`src/rtl/ahb_arbiter.sv`:
```
// ahb_arbiter: two-master AHB arbiter; HCLK/HRESETn (sync, active-low), HREADY, per-master hbusreq/haddr/htrans/hwdata in; HGRANT0/1, HMASTER, muxed HADDR/HTRANS/HWDATA out; tenure-limited hand-over, parks on master 0
module ahb_arbiter #(
  parameter int ADDRWIDTH   = 32,
  parameter int DATAWIDTH   = 32,
  parameter int Trans_Width = 2,
  parameter int MAXHOLD     = 8
) (
  input  logic                   HCLK,
  input  logic                   HRESETn,
  input  logic                   HREADY,
  input  logic                   m0_hbusreq,
  input  logic                   m1_hbusreq,
  input  logic [ADDRWIDTH-1:0]   m0_haddr,
  input  logic [ADDRWIDTH-1:0]   m1_haddr,
  input  logic [Trans_Width-1:0] m0_htrans,
  input  logic [Trans_Width-1:0] m1_htrans,
  input  logic [DATAWIDTH-1:0]   m0_hwdata,
  input  logic [DATAWIDTH-1:0]   m1_hwdata,
  output logic                   HGRANT0,
  output logic                   HGRANT1,
  output logic                   HMASTER,
  output logic [ADDRWIDTH-1:0]   HADDR,
  output logic [Trans_Width-1:0] HTRANS,
  output logic [DATAWIDTH-1:0]   HWDATA
);
  typedef enum logic {OWN0, OWN1} state_t;
  localparam logic [7:0] HOLD = 8'(MAXHOLD);
  localparam logic [Trans_Width-1:0] BUSY = Trans_Width'(1);
  localparam logic [Trans_Width-1:0] NONSEQ = Trans_Width'(2);
  localparam logic [Trans_Width-1:0] SEQ = Trans_Width'(3);
  state_t state, state_nx;
  logic dmaster, own_req, oth_req, arb, acc;
  logic [7:0] tenure;
  assign HMASTER = state == OWN1;
  assign HGRANT0 = !HMASTER;
  assign HGRANT1 = HMASTER;
  assign HADDR = HMASTER ? m1_haddr : m0_haddr;
  assign HTRANS = HMASTER ? m1_htrans : m0_htrans;
  assign HWDATA = dmaster ? m1_hwdata : m0_hwdata;
  assign own_req = HMASTER ? m1_hbusreq : m0_hbusreq;
  assign oth_req = HMASTER ? m0_hbusreq : m1_hbusreq;
  assign arb = HREADY && HTRANS != BUSY;
  assign acc = HREADY && (HTRANS == NONSEQ || HTRANS == SEQ);
  always_comb begin
    state_nx = state;
    if (arb && !own_req && !oth_req) state_nx = OWN0;
    else if (arb && oth_req && (!own_req || tenure == HOLD)) state_nx = HMASTER ? OWN0 : OWN1;
  end
  always_ff @(posedge HCLK) begin
    if (!HRESETn) begin
      state <= OWN0;
      dmaster <= 1'b0;
      tenure <= '0;
    end else begin
      state <= state_nx;
      if (HREADY) dmaster <= HMASTER;
      if (state_nx != state || !own_req) tenure <= '0;
      else if (acc && tenure != HOLD) tenure <= tenure + 8'd1;
    end
  end
endmodule

```
`config.mk`:
```
export PLATFORM = sky130hd
export DESIGN_NAME = ahb_arbiter
export DESIGN_NICKNAME = d
export VERILOG_FILES = /design/src/rtl/ahb_arbiter.sv
export SDC_FILE = /design/constraint.sdc
export NUM_CORES = 1
export LEC_CHECK = 0
export ABC_AREA = 0
export CORE_AREA = 2 2 79 81
export CTS_CLUSTER_SIZE = 8
export DETAILED_ROUTE_END_ITERATION = 8
export DIE_AREA = 0 0 81 83
export DONT_BUFFER_PORTS = 1
export GPL_ROUTABILITY_DRIVEN = 0
export GPL_TIMING_DRIVEN = 0
export PLACE_DENSITY = 0.4
export SETUP_SLACK_MARGIN = 0.05
export SLEW_MARGIN = 20
export SYNTH_ARGS = -nofsm -noshare
export SYNTH_HDL_FRONTEND = slang
export SYNTH_SLANG_ARGS = --single-unit
```
`constraint.sdc`:
```
create_clock -name HCLK -period 2 [get_ports HCLK]
set_input_delay 0 -clock HCLK [delete_from_list [all_inputs] [get_ports HCLK]]
set_output_delay 0 -clock HCLK [all_outputs]
set_load 0.02 [all_outputs]
```
# == Word level (Yosys, flattened, before mapping) ==
# Cells that the tools add are included.
# word_totals
register_bits,10
input_bits,137
out_inout_bits,69
elab_cells,33
# classes
n_addsub,1
n_eq_ne,6
muxes,8
n_bitwise,1
reduce_logical,14
# op_table
cell,n
$mux 32,2
$add 8x1->8 const B,1
$eq 8x4->1 const B,1
$ne 8x4->1 const B,1
$logic_and 1x1->1,7
$mux 1,5
$eq 2x2->1 const B,2
$logic_not 1->1,3
$logic_or 1x1->1,3
$mux 2,1
$ne 2x1->1 const B,1
$reduce_or 2->1,1
$ne 1x1->1,1
$not 1->1,1

# == Logic depth before layout (Yosys ltp) ==
# Gate-level depths: netlist of the first run.
# logic_depth
depth_word,10
ltp_mapped,6
mapped_depth_nobuf,6

# == Worst setup path before layout of the first run ==
# OpenSTA, ideal clock, no wires.
# synth_path
path_kind,reg2reg
startpoint,"register state, in the netlist HGRANT1"
endpoint,register tenure[1]
setup_time_ps,130
arrival_time_ps,1380
required_time_ps,1870
slack_ps,490
stages_incl_launch_ff,6
path_buffers,1
period_less_slack_ps,1510
path_cell_list,dfxtp_1 -> buf_6 -> mux2i_4 -> a211o_1 -> mux2i_1 -> nor2_1
# synth_via
elab_chain_len,10
elab_cells_between_ends,23
cone_classes,eq/ne (4); mux (6); reduce/logical (13)
# synth_lines
element,line_no,source
"start, declared",31,"state_t state, state_nx;"
"start signal, assigned",55,state <= state_nx;
$mux 2,38,assign HTRANS = HMASTER ? m1_htrans : m0_htrans;
$ne 2x1->1,42,assign arb = HREADY && HTRANS != BUSY;
$logic_and 1x1->1,42,
$logic_and 1x1->1 (2 in series),47,else if (arb && oth_req && (!own_req || tenure == HOLD)) state_nx = HMASTER ? OWN0 : OWN1;
$mux 1,47,
$mux 1,46,if (arb && !own_req && !oth_req) state_nx = OWN0;
$ne 1x1->1,57,if (state_nx != state || !own_req) tenure <= '0;
$logic_or 1x1->1,57,
$reduce_or 2->1 (no line),--,
"end signal, assigned",58,else if (acc && tenure != HOLD) tenure <= tenure + 8'd1;
"end, declared",33,logic [7:0] tenure;
# Parallel ways exist; a longest one is shown, timed or not.
# A chain may end at the register's enable or synchronous reset.

# == Worst setup path after layout of the first run ==
# layout_path
startpoint,"register state, in the netlist HGRANT1"
endpoint,output HADDR[15]
# layout_via
elab_chain_len,1
# layout_lines
element,line_no,source
$mux 32,37,assign HADDR = HMASTER ? m1_haddr : m0_haddr;
"end, declared",22,"output logic [ADDRWIDTH-1:0] HADDR,"
# Every way passes these cells.

==> out/results.ini, run 1 <==
[worst_setup_path]
critPathArrivalTime_ns=1.75
reg2regPathDepth=5
timing.rr.start=HGRANT1
r2r-end=dmaster
critPathLaunchType=register
r2r_slack_ns=0.38
crit_required_ns=2.00
cp_max_fo=10
cp-end-kind=output port
crit_type=register to output port

[clocking]
cts_buffer_depth=2
post-cts-setup-buffer-count=0
cts_buffers=3
cts.htree.levels=1
clk_latency_ns=0.23
clkTransAtPathRegs_ns=0.04
cts_tree=built
numClockSinks=10
cts_root_buffer=clkbuf_8

[die]
core_um2=5820
die_area_um2=6720
die_x_um=81
ios=206
die_y_um=83
fp-row-count=28
initial_core_util=0.242

[synth]
syn-cell-area_um2=1410
synth_cell_types=30
synthArstFlopShare=0
synthCells=139
ys_seq_area_frac=0.142
synth_ff_type=dfxtp_1
synth.ff_latch_count=10
avgSynthCellArea_um2=10.1
ys_warn_count=0
synth_edf_count=0
synth_nets=278

[timing]
timing.hold.ws_ns=0.0179
setup_viol=0
fin_skew_ns=0.00207
fmax_mhz=572
rsz0062_at_grt=false
worst_slew_pin_slew_ns=0.666
period_needed_ns=1.75
slew_headroom=0.551
setup-tns-final_ns=0
hold_viol=0
slew_violations=0
period_share=0.873
finalWorstSetupSlack_ns=0.253

[final_layout]
drive_gt1_frac=0.590
layout.nets=285
utilization=0.269
areaGrowthSynthToFinish_pct=11.1
antenna_cells=0

[min_path]
holdCritPathClass=primary input to register
hp-start=m1_hbusreq
hold_end=HGRANT1
hold_depth=2

[outcome]
status=finished, final reports clean

[routing]
drtIter0Drc=14
ant_nets=0
wl_per_cell_um=21.9
vias=1145
routed_wl_mm=4.80
drtPass1Iterations=3
via_per_inst=5.23
drc=0

[grt]
antenna_found_initial=0
grt_max_degree=11
grt_pass1_vias=1202
grt.overflow.total=0
grtUsageTotal=0.128
grt_first_pass_wirelength_mm=6.53

[pwr]
p_int_uw=458
vdd_drop_max_mv=0.208
swShare=0.396
p_clk_frac=0.269
power_leakage_nw=0.535
p_per_area_nw_per_um2=485
seqPwrFrac=0.274
combPwrFrac=0.458
switching_power_uw=301

[flow_run]
drv_cap=0

[place]
hpwl_mm=4.32
preCtsSetupSlack_ns=0.307
portBuffers=0

[worst max-delay path by stage]
| stage | startpoint | end | slack (ns) | cells past startpoint |
|---|---|---|---|---|
| 2_1_floorplan | HGRANT1 | tenure[1] | 0.49 | 5 |
| 6_report | HGRANT1 | HADDR[15] | 0.25 | 4 |
| 4_1_cts | HGRANT1 | HADDR[15] | 0.12 | 4 |
| 3_5_place_dp | HGRANT1 | tenure[1] | 0.31 | 5 |
| 3_3_place_gp | HGRANT1 | tenure[1] | 0.33 | 5 |
| 5_1_grt | HGRANT1 | HADDR[28] | 0.16 | 4 |
[cell usage after synthesis (2+ instances only)]
cell,n,share of area
mux2_2,65,0.52
dfxtp_1,10,0.14
nor2_1,9,0.024
buf_2,7,0.025
xnor2_1,7,0.044
inv_1,6,0.016
nand2_1,5,0.013
mux2i_1,3,0.021
nand3_1,3,0.011
ha_1,2,0.018
nand4_1,2,0.0089
nor3_1,2,0.0071
[state kept, by name, indices dropped and copies added, names as in the netlist]
name     flops
tenure       8
HGRANT1      1
dmaster      1
[through the flow]
stage	cells	total power, mW	instance area (um^2)
2_1_floorplan	139	0.526	1410
3_3_place_gp	214	0.559	1500
3_5_place_dp	214	0.557	1500
4_1_cts	219	0.768	1560
5_1_grt	219	0.790	1570
6_report	219	0.759	1570
[power groups by stage]
stage	registers [mW]	clock network (mW)	logic [mW]
6_report	0.208	0.204	0.347
5_1_grt	0.208	0.218	0.364
4_1_cts	0.207	0.211	0.350
3_5_place_dp	0.211	0	0.346
3_3_place_gp	0.211	0	0.347
2_1_floorplan	0.210	0	0.316
[area by class of cell]
cell class,instances,area [um^2]
well taps,75,93.8
plain buffers,10,57.6
fillers,618,4250
flip-flops and latches,10,201
clock buffers,3,41.3
multi-input cells,113,1130
repair buffers,2,20.0
inverters,6,22.5
[repair_timing]
action                     CTS  global route
hold endpoints to repair    10             0
resized for setup            0             1
hold buffers                 2             0
setup endpoints to repair    0            10
[logic make-up (layout without fill, tap and decap cells)]
| kind of cell | after synthesis | count (layout) | share of synthesized area |
|---|---|---|---|
| mux | 69 | 69 | 0.557 |
| simple gates | 27 | 27 | 0.122 |
| buf+inv | 16 | 21 | 0.0568 |
| flops | 10 | 10 | 0.142 |
| compound gates | 8 | 8 | 0.0613 |
| xor+xnor | 7 | 7 | 0.0435 |
| fa+ha+maj | 2 | 2 | 0.0178 |
[critical path, cell delays in order (launching register included)]
cell and delay (ns):
dfxtp_2 0.41, buf_6 0.16, buf_2 0.24, buf_2 0.28, mux2_2 0.43
[layout by cell type (no fill, tap or decap), drive strengths merged]
master / n
nand4: 2
a211o: 1
nand3: 3
and4bb: 1
inv: 6
nor4b: 1
o211a: 1
nand2: 5
mux2: 65
nor2: 9
mux2i: 4
nor4: 1
a21o: 1
o311ai: 2
nor2b: 1
nand3b: 1
ha: 2
dlygate4sd3: 2
nor3: 3
o21ai: 1
buf: 9
xnor2: 7
a211oi: 1
a21oi: 1
dfxtp: 10
clkbuf: 4
[metal layers]
| layer | GRT usage | part of all wire |
|---|---|---|
| met2 | 0.262 | 0.57 |
| met4 | 0.0324 | 0.0096 |
| met1 | 0.132 | 0.34 |
| met5 | 0 | 0 |
| met3 | 0.0109 | 0.086 |
No activity file was read; power rests on OpenSTA's default activity.
==> run 2, diff against run 1 <==
CORE_AREA = 2 2 81 83   (was 2 2 79 81)
DIE_AREA = 0 0 83 85   (was 0 0 81 83)
GPL_TIMING_DRIVEN = not set   (was 0)
PLACE_DENSITY = 0.39   (was 0.4)
==> out/results.ini, run 2 (synthesized netlist as in run 1, its figures left out) <==
[timing]
setup_viol=0
fin_skew_ns=0.00128
hold_viol=0
worst_slew_pin_slew_ns=0.636
period_needed_ns=1.71
slew_violations=0
setup-tns-final_ns=0
slew_headroom=0.572
period_share=0.856
rsz0062_at_grt=false
finalWorstSetupSlack_ns=0.288
fmax_mhz=584

[worst_setup_path]
reg2regPathDepth=4
timing.rr.start=HGRANT1
r2r-end=tenure[1]
crit_path_top_delay_cell=dfxtp_2
critPathLaunchType=register
cp-startpoint=HGRANT1
cp_max_fo=27
cp-end-kind=output port
critPathArrivalTime_ns=1.71
r2r_slack_ns=0.38
path_buf_inv=1
crit_required_ns=2.00
cp_slowest_stage_delay_ns=0.58
crit_family=flip-flops
crit_type=register to output port
path_cells=buf_4 -> mux2_2

[outcome]
status=finished, final reports clean

[die]
die_x_um=83
die_y_um=85
die_area_um2=7060
core_um2=6200
ios=206
fp-row-count=29
initial_core_util=0.227

[min_path]
holdCritPathClass=primary input to register
hp-start=m1_hbusreq
hold_depth=2
hold_end=HGRANT1

[final_layout]
mostFrequentLayoutCells=65 x mux2_2, 9 x nor2_1, 9 x dfxtp_1
largest_reg_flops=8
fillers=651
stdcell_area_um2=1530
antenna_cells=0
utilization=0.246
drive_gt1_frac=0.574
layout.nets=277
fin_cells=213
final_common_cell=mux2_2
areaGrowthSynthToFinish_pct=8.26
top_register=tenure

[clocking]
cts.htree.levels=1
cts_root_buffer=clkbuf_8
cts_buffer_depth=2
numClockSinks=10
cts_tree=built
clk_latency_ns=0.23
cts_buffers=3
post-cts-setup-buffer-count=0
clkTransAtPathRegs_ns=0.04

[grt]
grt_pass1_vias=1128
grtUsageTotal=0.101
antenna_found_initial=0
grt_first_pass_wirelength_mm=5.65
grt.overflow.total=0
grt_max_degree=33

[flow_run]
drv_cap=0

[routing]
vias=1114
ant_nets=0
drtIter0Drc=8
routed_wl_mm=4.25
via_per_inst=5.23
wl_per_cell_um=20.0
drtPass1Iterations=4
drc=0

[place]
place_area_um2=1460
preCtsSetupSlack_ns=0.355
hpwl_mm=3.84
dp.cells=208
portBuffers=0

[pwr]
p_per_area_nw_per_um2=485
vdd_drop_max_mv=0.145
power_leakage_nw=0.496

==> run 2: report_power, final <==
part	switching, mW	internal (mW)
Clock	0.0656	0.131
Sequential	0.00966	0.203
Combinational	0.212	0.117
==> run 2: how the worst max path moves through the flow <==
stage / to / slack [ns] / cells after the start
after floorplan: tenure[1] / 0.49 / 5
after global placement: tenure[1] / 0.40 / 4
after detailed placement: tenure[1] / 0.36 / 4
after CTS: HADDR[15] / 0.27 / 2
after global routing: HADDR[15] / 0.19 / 2
final: HADDR[15] / 0.29 / 2
==> run 2: through the flow <==
stage          power [mW]  hold WS, ns
5_1_grt             0.772       0.0437
2_1_floorplan       0.526        0.128
3_3_place_gp        0.548        0.131
3_5_place_dp        0.544        0.137
6_report            0.739       0.0346
4_1_cts             0.749       0.0357
==> run 2: cell type report <==
cell class / instances / area [um^2] / area share
inverter: 6 / 22.5 / 0.0148
clock buffer: 3 / 41.3 / 0.0271
multi-input combinational: 113 / 1130 / 0.740
tap: 77 / 96.3 / 0.0632
timing repair buffer: 4 / 35.0 / 0.0230
sequential: 10 / 201 / 0.132
==> run 2: worst reg2reg max path, stage by stage (launching register included) <==
cell     delay, ns
dfxtp_2       0.58
mux2i_4       0.48
a211o_1       0.19
mux2i_1       0.19
nor2_1        0.05
==> run 2: repair_timing <==
| action | in CTS | in global routing |
|---|---|---|
| gates resized for setup | 0 | 0 |
| hold buffers | 2 | 0 |
| endpoints found under the hold margin | 10 | 0 |
==> run 2: routing by layer <==
metal / vias up / global-route usage / part of all wire
met1: 487 / 0.104 / 0.35
li1: 499 / - / -
met4: 0 / 0.0358 / 0.016
met5: - / 0 / 0
met3: 4 / 0.00973 / 0.086
met2: 124 / 0.207 / 0.55
==> run 3, diff against run 2 <==
clock period = 1.6 ns   (was 2 ns; I/O delays follow)
==> out/results.ini, run 3 (synthesized netlist as in run 1, its figures left out) <==
[outcome]
status=finished, final reports clean

[clocking]
cts_tree=built
clkTransAtPathRegs_ns=0.04
cts_buffers=3
cts.htree.levels=1
cts_buffer_depth=2
cts_root_buffer=clkbuf_8
numClockSinks=10
clk_latency_ns=0.23

[final_layout]
layout.nets=283
mostFrequentLayoutCells=65 x mux2_2, 9 x nor2_1, 7 x xnor2_1, 7 x dfxtp_1
top_register=tenure
stdcell_area_um2=1600
utilization=0.258
final_common_cell=mux2_2
areaGrowthSynthToFinish_pct=13.5
multi_input_area_um2=1130
largest_reg_flops=8
fillers=653
seq_area_um2=204
antenna_cells=0
drive_gt1_frac=0.620

[worst_setup_path]
critPathArrivalTime_ns=1.59
reg2regPathDepth=6
crit_required_ns=1.72
cp-end-kind=register
cp_max_fo=4
critPathLaunchType=register
crit_type=register to register

[die]
die_x_um=83
fp-row-count=29
die_y_um=85
ios=206
initial_core_util=0.227
core_um2=6200
die_area_um2=7060

[place]
portBuffers=0
hpwl_mm=3.97
preCtsSetupSlack_ns=0.0247
place_area_um2=1500

[timing]
period_share=0.921
setup_viol=0
slew_violations=0
hold_viol=0
fin_skew_ns=0.00264
rsz0062_at_grt=true
worst_slew_pin_slew_ns=0.398
fmax_mhz=679
period_needed_ns=1.47
timing.hold.ws_ns=0.00867
slew_headroom=0.734
setup-tns-final_ns=0
finalWorstSetupSlack_ns=0.126

[pwr]
p_clk_frac=0.262
power_leakage_nw=0.532
p_per_area_nw_per_um2=595
combPwrFrac=0.461
seqPwrFrac=0.277
swShare=0.386
vdd_drop_max_mv=0.247
p_int_uw=584
switching_power_uw=367

[grt]
grt_pass1_vias=1214
antenna_found_initial=0
grt_first_pass_wirelength_mm=6.07
grt.overflow.total=0
grtUsageTotal=0.108
grt_max_degree=33

[routing]
routed_wl_mm=4.51
ant_nets=0
drtIter0Drc=12
drtPass1Iterations=4
wl_per_cell_um=20.6
via_per_inst=5.33
drc=0
vias=1167

[flow_run]
drv_cap=0

[min_path]
holdCritPathClass=primary input to register
hold_depth=3

==> run 3: layer usage <==
layer,GRT usage,wire [um],vias to the layer above,share of wire
met5,0,0,-,0
met4,0.0596,133,0,0.029
met3,0.00875,407,10,0.090
met2,0.215,2430,131,0.54
met1,0.112,1530,515,0.34
li1,-,-,511,-
==> run 3: timing repair <==
item                       CTS  global route
setup endpoints to repair   30             9
hold buffers                 2             0
gates cloned                 0             0
setup buffers                2             1
resized for setup            3             4
hold endpoints to repair     2             0
pin swaps                    1             1
==> run 3: worst max-delay path, stage by stage, from the launching register on <==
cell      delay, ns
dfxtp_2        0.35
inv_2          0.05
ha_1           0.18
and4bb_2       0.25
a211o_1        0.32
mux2i_1        0.16
nor2_1         0.05
==> run 3: power groups by stage <==
stage	registers, mW	clock network, mW	logic [mW]
after floorplan	0.263	0	0.395
after global placement	0.267	0	0.430
after detailed placement	0.267	0	0.425
after CTS	0.263	0.258	0.438
after global routing	0.265	0.267	0.458
final	0.264	0.249	0.438
==> run 3: layout make-up <==
type	count	area share
inverter	6	0.0141
sequential	10	0.128
tap	77	0.0603
clock buffer	3	0.0258
timing repair buffer	10	0.0649
multi-input combinational	113	0.707
==> run 3: final timing paths <==
check | start | endpoint | slack (ns)
worst min register to register | tenure[1] | tenure[1] | 0.55
worst max-delay path | tenure[0] | tenure[1] | 0.13
worst min-delay path | HRESETn | tenure[7] | 0.009
worst max register to register | tenure[0] | tenure[1] | 0.13
==> run 3: metrics by stage <==
stage | power (mW) | instances
floorplan | 0.658 | 139
global placement | 0.697 | 211
detailed placement | 0.692 | 211
CTS | 0.959 | 218
global route | 0.990 | 219
finish | 0.951 | 219
